<file path="config.mk">
export PLATFORM = sky130hd
export DESIGN_NAME = cache_ctrl_fsm_flat
export DESIGN_NICKNAME = d
export VERILOG_FILES = /design/src/rtl/cache_ctrl_if.sv /design/src/rtl/cache_ctrl_fsm.sv /design/src/flat_wrapper.sv
export SDC_FILE = /design/constraint.sdc
export NUM_CORES = 1
export LEC_CHECK = 0
export BUFFER_PORTS_ARGS = -buffer_cell sky130_fd_sc_hd__buf_4
export CORE_ASPECT_RATIO = 1.5
export CORE_MARGIN = 8
export CORE_UTILIZATION = 50
export CTS_CLUSTER_DIAMETER = 120
export CTS_CLUSTER_SIZE = 28
export DETAILED_ROUTE_END_ITERATION = 8
export HOLD_SLACK_MARGIN = 0.12
export PLACE_DENSITY = 0.76
export SYNTH_ARGS = -nofsm -noshare
export SYNTH_HDL_FRONTEND = slang
export SYNTH_SLANG_ARGS = --single-unit
</file>
<file path="constraint.sdc">
create_clock -name clk -period 6 [get_ports clk]
set_input_delay 0.6 -clock clk [delete_from_list [all_inputs] [get_ports clk]]
set_output_delay 0.6 -clock clk [all_outputs]
set_load 0.01 [all_outputs]
</file>
<file path="src/rtl/cache_ctrl_if.sv">
// CPU handshake, cache_memory/mem_stub controls and statistics seen by the cache controller FSM.
interface cache_ctrl_if #(
   parameter int unsigned CNT_WIDTH = 16
);
   logic                 cpu_req_valid;
   logic                 cpu_req_type;
   logic                 cpu_ready;
   logic                 cpu_done;
   logic                 cpu_error;
   logic                 hit;
   logic                 dirty_bit;
   logic                 req_type;
   logic                 read_en_cache;
   logic                 write_en_cache;
   logic                 read_en_mem;
   logic                 write_en_mem;
   logic                 refill;
   logic [CNT_WIDTH-1:0] hit_count;
   logic [CNT_WIDTH-1:0] miss_count;

   // CPU plus datapath environment
   modport master (
      output cpu_req_valid, cpu_req_type, hit, dirty_bit,
      input  cpu_ready, cpu_done, cpu_error, req_type, read_en_cache, write_en_cache,
             read_en_mem, write_en_mem, refill, hit_count, miss_count
   );

   // Controller FSM
   modport slave (
      input  cpu_req_valid, cpu_req_type, hit, dirty_bit,
      output cpu_ready, cpu_done, cpu_error, req_type, read_en_cache, write_en_cache,
             read_en_mem, write_en_mem, refill, hit_count, miss_count
   );
endinterface

</file>
<file path="src/rtl/cache_ctrl_fsm.sv">
// Control FSM for a 2-way set-associative cache datapath: compare, write-back, allocate, re-compare.
// Every output is registered; enables are decoded from the next state so they line up with the state.
module cache_ctrl_fsm #(
   parameter int unsigned MEM_LATENCY = 3,
   parameter int unsigned CNT_WIDTH   = 16
) (
   input  logic          clk,
   input  logic          rst,
   cache_ctrl_if.slave   bus
);
   localparam int unsigned    CW       = 4;
   localparam logic [CW-1:0]  CNT_LOAD = CW'(MEM_LATENCY - 1);

   typedef enum logic [2:0] {
      IDLE, COMPARE, WRITE_BACK, ALLOCATE, RECOMPARE, DONE
   } state_t;

   state_t        state, state_n;
   logic [CW-1:0] cnt, cnt_n;
   logic          req_type_n;
   logic          ready_n, done_n, error_n, refill_n;
   logic          rd_cache_n, wr_cache_n, rd_mem_n, wr_mem_n;
   logic          hit_inc, miss_inc;

   // Next state, memory-transfer counter and next registered outputs
   always_comb begin
      state_n    = state;
      cnt_n      = cnt;
      req_type_n = bus.req_type;
      ready_n    = 1'b0;
      done_n     = 1'b0;
      error_n    = 1'b0;
      refill_n   = 1'b0;
      rd_cache_n = 1'b0;
      wr_cache_n = 1'b0;
      rd_mem_n   = 1'b0;
      wr_mem_n   = 1'b0;
      hit_inc    = 1'b0;
      miss_inc   = 1'b0;

      unique case (state)
         IDLE: if (bus.cpu_req_valid) begin
            req_type_n = bus.cpu_req_type;
            state_n    = COMPARE;
         end
         COMPARE: begin
            hit_inc  = bus.hit;
            miss_inc = ~bus.hit;
            if (bus.hit) begin
               state_n = DONE;
            end else begin
               state_n = bus.dirty_bit ? WRITE_BACK : ALLOCATE;
               cnt_n   = CNT_LOAD;
            end
         end
         WRITE_BACK: if (cnt == '0) begin
            state_n = ALLOCATE;
            cnt_n   = CNT_LOAD;
         end else begin
            cnt_n = cnt - CW'(1);
         end
         ALLOCATE: if (cnt == '0) begin
            state_n = RECOMPARE;
         end else begin
            cnt_n = cnt - CW'(1);
         end
         RECOMPARE: begin
            state_n = bus.hit ? DONE : IDLE;
            error_n = ~bus.hit;
         end
         DONE:    state_n = IDLE;
         default: state_n = IDLE;
      endcase

      unique case (state_n)
         IDLE:       ready_n = 1'b1;
         COMPARE: begin
            rd_cache_n = ~req_type_n;
            wr_cache_n = req_type_n;
         end
         WRITE_BACK: begin
            rd_cache_n = 1'b1;
            wr_mem_n   = 1'b1;
         end
         ALLOCATE: begin
            rd_mem_n   = 1'b1;
            wr_cache_n = (cnt_n == '0);
         end
         RECOMPARE: begin
            refill_n   = 1'b1;
            rd_cache_n = ~req_type_n;
            wr_cache_n = req_type_n;
         end
         DONE:       done_n = 1'b1;
         default:    ready_n = 1'b0;
      endcase
   end

   // State, outputs and saturating statistics
   always_ff @(posedge clk) begin
      if (rst) begin
         state              <= IDLE;
         cnt                <= '0;
         bus.req_type       <= 1'b0;
         bus.cpu_ready      <= 1'b1;
         bus.cpu_done       <= 1'b0;
         bus.cpu_error      <= 1'b0;
         bus.refill         <= 1'b0;
         bus.read_en_cache  <= 1'b0;
         bus.write_en_cache <= 1'b0;
         bus.read_en_mem    <= 1'b0;
         bus.write_en_mem   <= 1'b0;
         bus.hit_count      <= '0;
         bus.miss_count     <= '0;
      end else begin
         state              <= state_n;
         cnt                <= cnt_n;
         bus.req_type       <= req_type_n;
         bus.cpu_ready      <= ready_n;
         bus.cpu_done       <= done_n;
         bus.cpu_error      <= error_n;
         bus.refill         <= refill_n;
         bus.read_en_cache  <= rd_cache_n;
         bus.write_en_cache <= wr_cache_n;
         bus.read_en_mem    <= rd_mem_n;
         bus.write_en_mem   <= wr_mem_n;
         if (hit_inc && (bus.hit_count != '1))
            bus.hit_count <= bus.hit_count + CNT_WIDTH'(1);
         if (miss_inc && (bus.miss_count != '1))
            bus.miss_count <= bus.miss_count + CNT_WIDTH'(1);
      end
   end
endmodule

</file>
<file path="src/flat_wrapper.sv">
// flat-port wrapper written by rule: the top's interface ports become plain ports
module cache_ctrl_fsm_flat 
#(
   parameter int unsigned MEM_LATENCY = 3,
   parameter int unsigned CNT_WIDTH   = 16
)
  (clk, rst, bus_cpu_req_valid, bus_cpu_req_type, bus_hit, bus_dirty_bit, bus_cpu_ready, bus_cpu_done, bus_cpu_error, bus_req_type, bus_read_en_cache, bus_write_en_cache, bus_read_en_mem, bus_write_en_mem, bus_refill, bus_hit_count, bus_miss_count);
  cache_ctrl_if #(.CNT_WIDTH(CNT_WIDTH)) bus_i ();
  input  logic clk;
  input  logic rst;
  input wire logic [$bits(bus_i.cpu_req_valid)-1:0] bus_cpu_req_valid;
  input wire logic [$bits(bus_i.cpu_req_type)-1:0] bus_cpu_req_type;
  input wire logic [$bits(bus_i.hit)-1:0] bus_hit;
  input wire logic [$bits(bus_i.dirty_bit)-1:0] bus_dirty_bit;
  output wire logic [$bits(bus_i.cpu_ready)-1:0] bus_cpu_ready;
  output wire logic [$bits(bus_i.cpu_done)-1:0] bus_cpu_done;
  output wire logic [$bits(bus_i.cpu_error)-1:0] bus_cpu_error;
  output wire logic [$bits(bus_i.req_type)-1:0] bus_req_type;
  output wire logic [$bits(bus_i.read_en_cache)-1:0] bus_read_en_cache;
  output wire logic [$bits(bus_i.write_en_cache)-1:0] bus_write_en_cache;
  output wire logic [$bits(bus_i.read_en_mem)-1:0] bus_read_en_mem;
  output wire logic [$bits(bus_i.write_en_mem)-1:0] bus_write_en_mem;
  output wire logic [$bits(bus_i.refill)-1:0] bus_refill;
  output wire logic [$bits(bus_i.hit_count)-1:0] bus_hit_count;
  output wire logic [$bits(bus_i.miss_count)-1:0] bus_miss_count;
  assign bus_i.cpu_req_valid = bus_cpu_req_valid;
  assign bus_i.cpu_req_type = bus_cpu_req_type;
  assign bus_i.hit = bus_hit;
  assign bus_i.dirty_bit = bus_dirty_bit;
  assign bus_cpu_ready = bus_i.cpu_ready;
  assign bus_cpu_done = bus_i.cpu_done;
  assign bus_cpu_error = bus_i.cpu_error;
  assign bus_req_type = bus_i.req_type;
  assign bus_read_en_cache = bus_i.read_en_cache;
  assign bus_write_en_cache = bus_i.write_en_cache;
  assign bus_read_en_mem = bus_i.read_en_mem;
  assign bus_write_en_mem = bus_i.write_en_mem;
  assign bus_refill = bus_i.refill;
  assign bus_hit_count = bus_i.hit_count;
  assign bus_miss_count = bus_i.miss_count;
  cache_ctrl_fsm #(.MEM_LATENCY(MEM_LATENCY), .CNT_WIDTH(CNT_WIDTH)) u_core (.clk(clk), .rst(rst), .bus(bus_i));
endmodule
</file>
## Word-level counts from Yosys, hierarchy flattened

Cells that the tools add are included.

- Register bits after elaboration: 48
- Word-level logic and storage cells: 60
- Output and inout bits: 41
- Bits of input ports: 6

- Equality and inequality tests: 11
- Reductions and logical operators: 8
- Mux-type cells: 22
- Bitwise operators: 3
- Add/sub/neg operators: 3

Operator list:

| kind | count |
|---|---|
| $add A16 B1 Y16 const B | 2 |
| $ne A16 B16 Y1 const B | 2 |
| $mux W3 | 5 |
| $pmux W3 S5 | 1 |
| $eq A3 B2 Y1 const B | 4 |
| $mux W4 | 3 |
| $pmux W4 S3 | 1 |
| $mux W1 | 10 |
| $eq A3 B3 Y1 const B | 3 |
| $logic_not A4 Y1 | 2 |
| $eq A3 B1 Y1 const B | 2 |
| $logic_not A3 Y1 | 2 |
| $pmux W1 S2 | 2 |
| $reduce_or A2 Y1 | 2 |
| $sub A4 B1 Y4 const B | 1 |
| $not A1 Y1 | 3 |
| $logic_and A1 B1 Y1 | 2 |

## Longest topological paths before layout

Gate-level depths: netlist (run 1).

- Depth in word-level cells: 6
- Gate-level depth with buffers: 10
- Gate-level depth less buffers: 10

## Worst setup path after synthesis (run 1)

OpenSTA, ideal clock, no wires.

- Path kind: reg-to-reg
- Start point: register u_core.cnt[0]
- End point: register u_core.bus.write_en_cache
- Period minus slack after synthesis: 1,986 ps
- Library setup time: 101 ps
- Slack: 4,014 ps
- Buffers on the path: 0
- Cell stages (with the launch flop): 10
- Data required time: 5,899 ps
- Arrival: 1,885 ps
- Cell sequence: dfxtp_1 inv_1 ha_1 nor3b_1 inv_1 ha_1 a21oi_1 o21ai_0 nand4_1 o41ai_1

- Word-level cells in the longest chain between the ends: 6
- Elaborated cells between the ends (all ways): 15
- Those cells by class: add/sub: 1; eq/ne: 3; mux: 8; reduce/logical: 3

Ends and longest elaborated chain:

| element | RTL line | text |
|---|---|---|
| start, declared | cache_ctrl_fsm.sv:19 | `logic [CW-1:0] cnt, cnt_n;` |
| start signal, assigned | cache_ctrl_fsm.sv:117 | `cnt <= cnt_n;` |
| branches (longest 5 deep; another with $sub A4 B1 Y4) | -- |  |
| $pmux W1 S2 (*) | cache_ctrl_fsm.sv:75 | `unique case (state_n)` |
| end signal, assigned | cache_ctrl_fsm.sv:124 | `bus.write_en_cache <= wr_cache_n;` |
| end, declared | cache_ctrl_if.sv:31 | `output cpu_ready, cpu_done, cpu_error, req_type, read_en_cache, write_en_cache,` |

Mark *: on every way between the ends.
A chain may end at the register's enable or synchronous reset.

## Worst setup path after layout (run 1)

Ends and elaborated chain as after synthesis.

==> summary.txt, run 1 <==
Placed design
  • PortBufs: 46
  • Post-DP HPWL: 3900 um
  • Routability cong.: 0.834

Finish
  • Final nets: 336
  • Area growth syn-to-layout: 21.3%
  • Area of the multi-input gates: 0.00138 mm^2
  • Sequential Area: 961 um^2
  • Fillers: 437
  • Share of cells above drive strength 1: 20.5%
  • Diodes inserted: 0

Clock network
  • Postcts setup bufs: 0
  • Hold Buf Count CTS: 0
  • Worst-case clock buffer depth: 2
  • Clock Sinks: 48
  • Root Driver: clkbuf_8
  • Later-pin clock latency in the skew report: 290 ps
  • Post_cts resized: 0
  • CTS H-tree lvls: 2
  • CTS buffer count: 5
  • Clock Pin Slew Worst Setup and Hold Paths: 90 ps
  • TritonCTS clock tree: done

Power
  • Flop pwr share: 49.6%
  • Pwr Total: 0.701 mW
  • Pint: 0.522 mW
  • Gate power share: 14.3%
  • Leakage: 1.12 nW
  • Clock Power Share: 36.2%
  • Sw Ratio: 25.6%
  • Switching power: 0.179 mW
  • Peak VDD IR: 155 uV
  • PwrDens: 239 mW/mm^2

Global route
  • GRT Resource Usage Total: 15.1%
  • First-pass GRT wire length: 9250 um
  • Initial antenna violation count: 0
  • Total gr overflow: 0
  • Number of global-route vias before repair: 2105
  • Largest net degree at the start of global routing: 48

STA
  • Period utilization: 37.3%
  • Highest clock rate: 447 MHz
  • Final hold vios: 0
  • Setup TNS: 0 ps
  • Final Critical Period: 2240 ps
  • Slew Limit Headroom: 56.5%
  • Worst slew pin tran: 652 ps
  • Hold Slack: 507 ps
  • Final setup vio count: 0
  • RSZ-0062 raised after global routing: false
  • Max-slew violations: 0
  • Fin Clk Skew: 7.07 ps

Synthesis
  • Ys Warns: 0
  • Post-synthesis cell type count: 49
  • Post-synth top area share: 39.6%
  • Mapped Cells: 283
  • Top post-synthesis cells by area: dfxtp_1 (40%), nor2_1 (6.3%), xnor2_1 (5.4%)
  • Synth area leader: dfxtp_1
  • FF+latch count, synth: 48
  • Cell Area, Synth: 0.00242 mm^2
  • Mapped Nets: 293
  • Sequential area share after synthesis: 39.6%
  • Synthesized area per cell: 8.57 um^2
  • Ys flop type: dfxtp_1
  • Asr flop ratio synth: 0%
  • Number of synthesized flops with an enable pin: 0

Routing
  • DR vias: 2173
  • Routed length per instance: 13.6 um
  • 1st-pass router iterations: 4
  • Final WL: 5350 um
  • Vias per cell: 5.53
  • Detailed Route Iter0 Violations: 207
  • DRT antenna net count: 0
  • # DRC: 0

Die
  • Core area: 0.00477 mm^2
  • Site Rows: 31
  • Chip width: 72.9 um
  • Chip height: 101 um
  • # IOs: 47
  • Die area: 0.00738 mm^2
  • Initial Utilization: 50.8%

Run status
  • Outcome: complete, no violations

Setup path
  • Data required time of the worst path: 6200 ps
  • Crit path DAT: 2440 ps
  • CP max FO: 4
  • Worst setup path class: reg -> reg
  • CP Capture Type: register
  • Critical Path Source Type: register

Flow run
  • Maxcap violations: 0

Hold path
  • HP Class: reg -> reg
[synth_stat cells (6+ instances only)]
cell type   n
nor2b_1     6
dfxtp_1    48
nand4_1     8
o21ai_0    15
xnor2_1    15
nand3_1    14
nor2_1     41
clkbuf_1    6
nor3_1     15
inv_1       9
nand2_1    15
xor2_1      8
a21oi_1    13
[metal layers]
metal  vias to the layer above  GRT usage (%)  routed length (um)
met2                        58           26.1                2750
met5                         -              0                   0
met1                      1005           16.7                2250
met3                         9           3.77                 253
met4                         0           6.66                  92
li1                       1101              -                   -
[layout by cell type, fill, tap and decap left out, types with 6 or more instances in the layout]
master / n
nand3_1: 14
nor3_1: 15
xnor2_1: 15
xor2_1: 8
buf_4: 47
nand2_1: 15
o21ai_0: 15
nand4_1: 8
nor2b_1: 6
dfxtp_1: 48
nor2_1: 41
clkbuf_8: 7
a21oi_1: 13
inv_1: 9
[flip-flops by register name, indices dropped and copies added (netlist names)]
| name | count |
|---|---|
| u_core.bus.cpu_done | 1 |
| u_core.bus.cpu_error | 1 |
| u_core.bus.cpu_ready | 1 |
| u_core.bus.hit_count | 16 |
| u_core.bus.miss_count | 16 |
| u_core.bus.read_en_cache | 1 |
| u_core.bus.read_en_mem | 1 |
| u_core.bus.refill | 1 |
| u_core.bus.req_type | 1 |
| u_core.bus.write_en_cache | 1 |
| u_core.bus.write_en_mem | 1 |
| u_core.cnt | 4 |
| u_core.state | 3 |
[kinds of logic after synthesis]
logic type / Yosys count / synth area share [%]
AND/OR/NAND/NOR: 136 / 32.1
adder cells (fa/ha/maj): 4 / 2.06
multiplexers: 3 / 1.24
AO/OA/AOI/OAI: 49 / 13.4
flip-flops: 48 / 39.6
XOR/XNOR: 23 / 8.31
buffers and inverters: 20 / 3.30
[critical path: stages (launching register included)]
cell and delay (ps):
dfxtp_1 340, inv_1 110, ha_1 190, nor3b_1 350
inv_1 150, ha_1 300, a21oi_1 70, o21ai_0 190
nand4_1 120, o41ai_1 330
[metrics by stage]
step                      cells  instance area (um^2)  worst slack (ps)  util [%]
after floorplan             283                  2420              4010         -
after global placement      385                  2810              3850      59.0
after detailed placement    385                  2810              3760      59.0
after CTS                   393                  2940              3740      61.6
after global routing        393                  2940              3580      61.6
final                       393                  2940              3760      61.6
[power by group through the flow]
stage / Clock (mW) / Sequential (mW) / Combinational (mW)
2_1_floorplan: 0 / 0.349 / 0.0753
3_3_place_gp: 0 / 0.355 / 0.0994
3_5_place_dp: 0 / 0.355 / 0.0999
4_1_cts: 0.257 / 0.347 / 0.101
5_1_grt: 0.269 / 0.350 / 0.112
6_report: 0.254 / 0.348 / 0.100
[layout make-up]
type | count | share of cell area, %
inverters | 9 | 1.15
well taps | 66 | 2.81
multi-input cells | 215 | 47.1
repair buffers | 47 | 12.0
clock inverters | 1 | 1.02
clock buffers | 7 | 3.28
flip-flops and latches | 48 | 32.7
[final timing paths]
kind	start	to	slack (ps)	depth (start not counted)
max	u_core.cnt[0]	u_core.bus.write_en_cache	3760	9
max reg2reg	u_core.cnt[0]	u_core.bus.write_en_cache	3760	9
min	u_core.bus.hit_count[5]	u_core.bus.hit_count[5]	510	2
min reg2reg	u_core.bus.hit_count[5]	u_core.bus.hit_count[5]	510	2
Note: power is estimated with default switching activity, not from simulation.
==> run 2: changes to the inputs <==
- ABC_AREA: not set -> 1
- clock period: 6 -> 2.3 ns (I/O delays scaled with it)
==> run 2 against run 1 <==
  * Worst setup slack worse by 3400 ps
  * Utilization is 0.29 points lower
  * Synthesized cell count grew 33%
  * Sequential cell count did not move
  * Sequential share of layout area down 1.9 points
  * Clock-buffer cell count decreased by 2
  * Clock skew rose by 8.1 ps
  * Synthesized area up 7.6%
==> summary.txt, run 2 <==
Synthesis
  • Mapped Cells: 375
  • Main combinational cell family by area after synthesis: simple AND/OR/NAND/NOR gates
  • Post-synthesis adder-cell area fraction: 1.92%
  • Top post-synthesis cells by area: dfxtp_1 (37%), nand2_1 (16%), nor2_1 (5.9%)
  • Ys flop type: dfxtp_1
  • Compound-Gate Fraction of Synth Area: 10.5%
  • Synthesized area per cell: 6.96 um^2
  • Synth Area in Simple Gates: 36.5%
  • FF+latch count, synth: 48
  • Post-synthesis mux area share: 0.384%
  • Sequential area share after synthesis: 36.8%
  • Mapped Nets: 385
  • Number of synthesized flops with an enable pin: 0
  • Post-synthesis cell type count: 30
  • Asr flop ratio synth: 0%
  • Synth area leader: dfxtp_1
  • Cell Area, Synth: 0.00261 mm^2
  • Post-synth top area share: 36.8%
  • Post-synthesis xor/xnor area fraction: 6.71%
  • Commonest cells post-synth: nand2_1 (114), dfxtp_1 (48), nor2_1 (41)
  • Top-count cell post-synth: nand2_1
  • Ys Warns: 0

Placed design
  • Post-DP HPWL: 5000 um
  • PortBufs: 46
  • Dpl cells: 483
  • Post-DP Area: 0.00300 mm^2
  • Routability cong.: 0.937

Global route
  • Total gr overflow: 0
  • Initial antenna violation count: 0
  • Number of global-route vias before repair: 2511
  • Largest net degree at the start of global routing: 36
  • First-pass GRT wire length: 11100 um
  • GRT Resource Usage Total: 17.7%

Run status
  • Outcome: complete, no violations

STA
  • Highest clock rate: 528 MHz
  • RSZ-0062 raised after global routing: false
  • Final hold vios: 0
  • Worst slew pin tran: 445 ps
  • Max-slew violations: 0
  • Setup TNS: 0 ps
  • Fin Clk Skew: 15.1 ps
  • Slew Limit Headroom: 70.3%
  • Final setup vio count: 0
  • Period utilization: 82.3%
  • Final Critical Period: 1890 ps

Routing
  • DRT antenna net count: 0
  • 1st-pass router iterations: 4
  • Vias per cell: 5.15
  • Detailed Route Iter0 Violations: 121
  • Routed length per instance: 13.3 um
  • DR vias: 2530
  • Final WL: 6540 um
  • # DRC: 0

Clock network
  • TritonCTS clock tree: done
  • CTS buffer count: 5
  • Postcts setup bufs: 0
  • Post_cts resized: 0
  • Hold Buf Count CTS: 0
  • Clock Sinks: 48
  • Clock Pin Slew Worst Setup and Hold Paths: 100 ps
  • Worst-case clock buffer depth: 2
  • CTS H-tree lvls: 2
  • Root Driver: clkbuf_8
  • Later-pin clock latency in the skew report: 310 ps

Power
  • Peak VDD IR: 436 uV
  • Leakage: 1.30 nW
  • Pwr Total: 1.82 mW
  • PwrDens: 582 mW/mm^2

Finish
  • Area of the multi-input gates: 0.00146 mm^2
  • Share of cells above drive strength 1: 21.0%
  • Largest registers: u_core.bus.hit_count x16, u_core.bus.miss_count x16, u_core.cnt x4
  • Sequential Area: 961 um^2
  • Most frequent cells in the layout: nand2_1 (114), buf_4 (48), dfxtp_1 (48), nor2_1 (41), inv_1 (32)
  • Post-Route Utilization: 61.3%
  • Post-route cell area: 0.00312 mm^2
  • Diodes inserted: 0
  • Fillers: 482
  • Commonest non-fill, non-tap cell in the layout: nand2_1
  • Final nets: 432
  • Area growth syn-to-layout: 19.5%
  • Fin cells: 491

Setup path
  • Crit path cell chain: ha_1 -> nand2_1 -> nor2_2 -> nand2_2 -> nor2_2 -> nor2_4 -> clkinv_2 -> o21ai_0 -> nor2_1
  • Worst setup path class: reg -> reg
  • CP max FO: 18
  • CP max stage delay: 360 ps
  • Crit-path slowest cell: dfxtp_1
  • Data required time of the worst path: 2520 ps
  • Crit path DAT: 2110 ps
  • CP Capture Type: register
  • Critical Path Source Type: register
  • Most used cell, CP: nor2_2

Hold path
  • HP Class: in -> reg

Die
  • Chip width: 75.0 um
  • # IOs: 47
  • Chip height: 104 um
  • Die area: 0.00784 mm^2
  • Initial Utilization: 51.3%
  • Core area: 0.00508 mm^2
  • Site Rows: 32

Flow run
  • Maxcap violations: 0
-- run 2: changes by cell type after synthesis, moves of 5 or more --
cell | before | now
a21oi_1 | 13 | 22
nor2_2 | 0 | 5
nand3_1 | 14 | 27
nand2_1 | 15 | 114
nor2b_1 | 6 | 0
a21oi_2 | 0 | 12
nand2_2 | 0 | 5
nor3_1 | 15 | 7
xnor2_1 | 15 | 9
inv_1 | 9 | 32
o21ai_0 | 15 | 7
-- run 2: worst paths after layout --
check / startpoint / to / slack, ps / depth (start not counted)
min: bus_hit / u_core.bus.cpu_error / 150 / 2
max reg2reg: u_core.bus.hit_count[0] / u_core.bus.hit_count[2] / 410 / 9
min reg2reg: u_core.cnt[0] / u_core.cnt[0] / 500 / 2
max: u_core.bus.hit_count[0] / u_core.bus.hit_count[2] / 410 / 9
-- run 2: critical path: cells and delay by family (launching register included) --
family	cells	cell delay (ps)
adder cells (fa/ha/maj)	1	220
AND/OR/NAND/NOR	6	710
AO/OA/AOI/OAI	1	220
buffers and inverters	1	300
flip-flops	1	360
-- run 2: cell type report --
class	count	area share, %
sequential	48	30.8
clock buffer	5	2.21
timing repair buffer	48	11.6
inverter	36	4.37
tap	68	2.73
multi-input combinational	283	46.9
clock inverter	3	1.48
-- run 2: metrics by stage --
| step | worst slack, ps | hold WS [ps] |
|---|---|---|
| after floorplan | 728 | 302 |
| after global placement | 494 | 465 |
| after detailed placement | 425 | 469 |
| after CTS | 413 | 148 |
| after global routing | 247 | 157 |
| final | 408 | 154 |
-- run 2: per-layer routing --
| layer | up-vias | wire length (um) | global-route usage, % |
|---|---|---|---|
| met2 | 45 | 3560 | 33.3 |
| met1 | 1193 | 2560 | 17.3 |
| met4 | 0 | 112 | 7.32 |
| li1 | 1284 | - | - |
| met5 | - | 0 | 0 |
| met3 | 8 | 307 | 3.57 |
-- run 2: report_power, final --
part / leakage [nW] / internal [mW] / switching, mW
clock network: 0.0548 / 0.328 / 0.300
logic: 0.857 / 0.102 / 0.195
registers: 0.388 / 0.865 / 0.0259
-- run 2: cell families (layout without fill, tap and decap cells) --
group | Yosys count | count (layout)
DFF | 48 | 48
adders and majority gates | 4 | 4
muxes | 1 | 1
xor gates and xnor gates | 20 | 20
buffers and inverters | 44 | 92
and+or+nand+nor | 214 | 214
AOI/OAI and AO/OA | 44 | 44
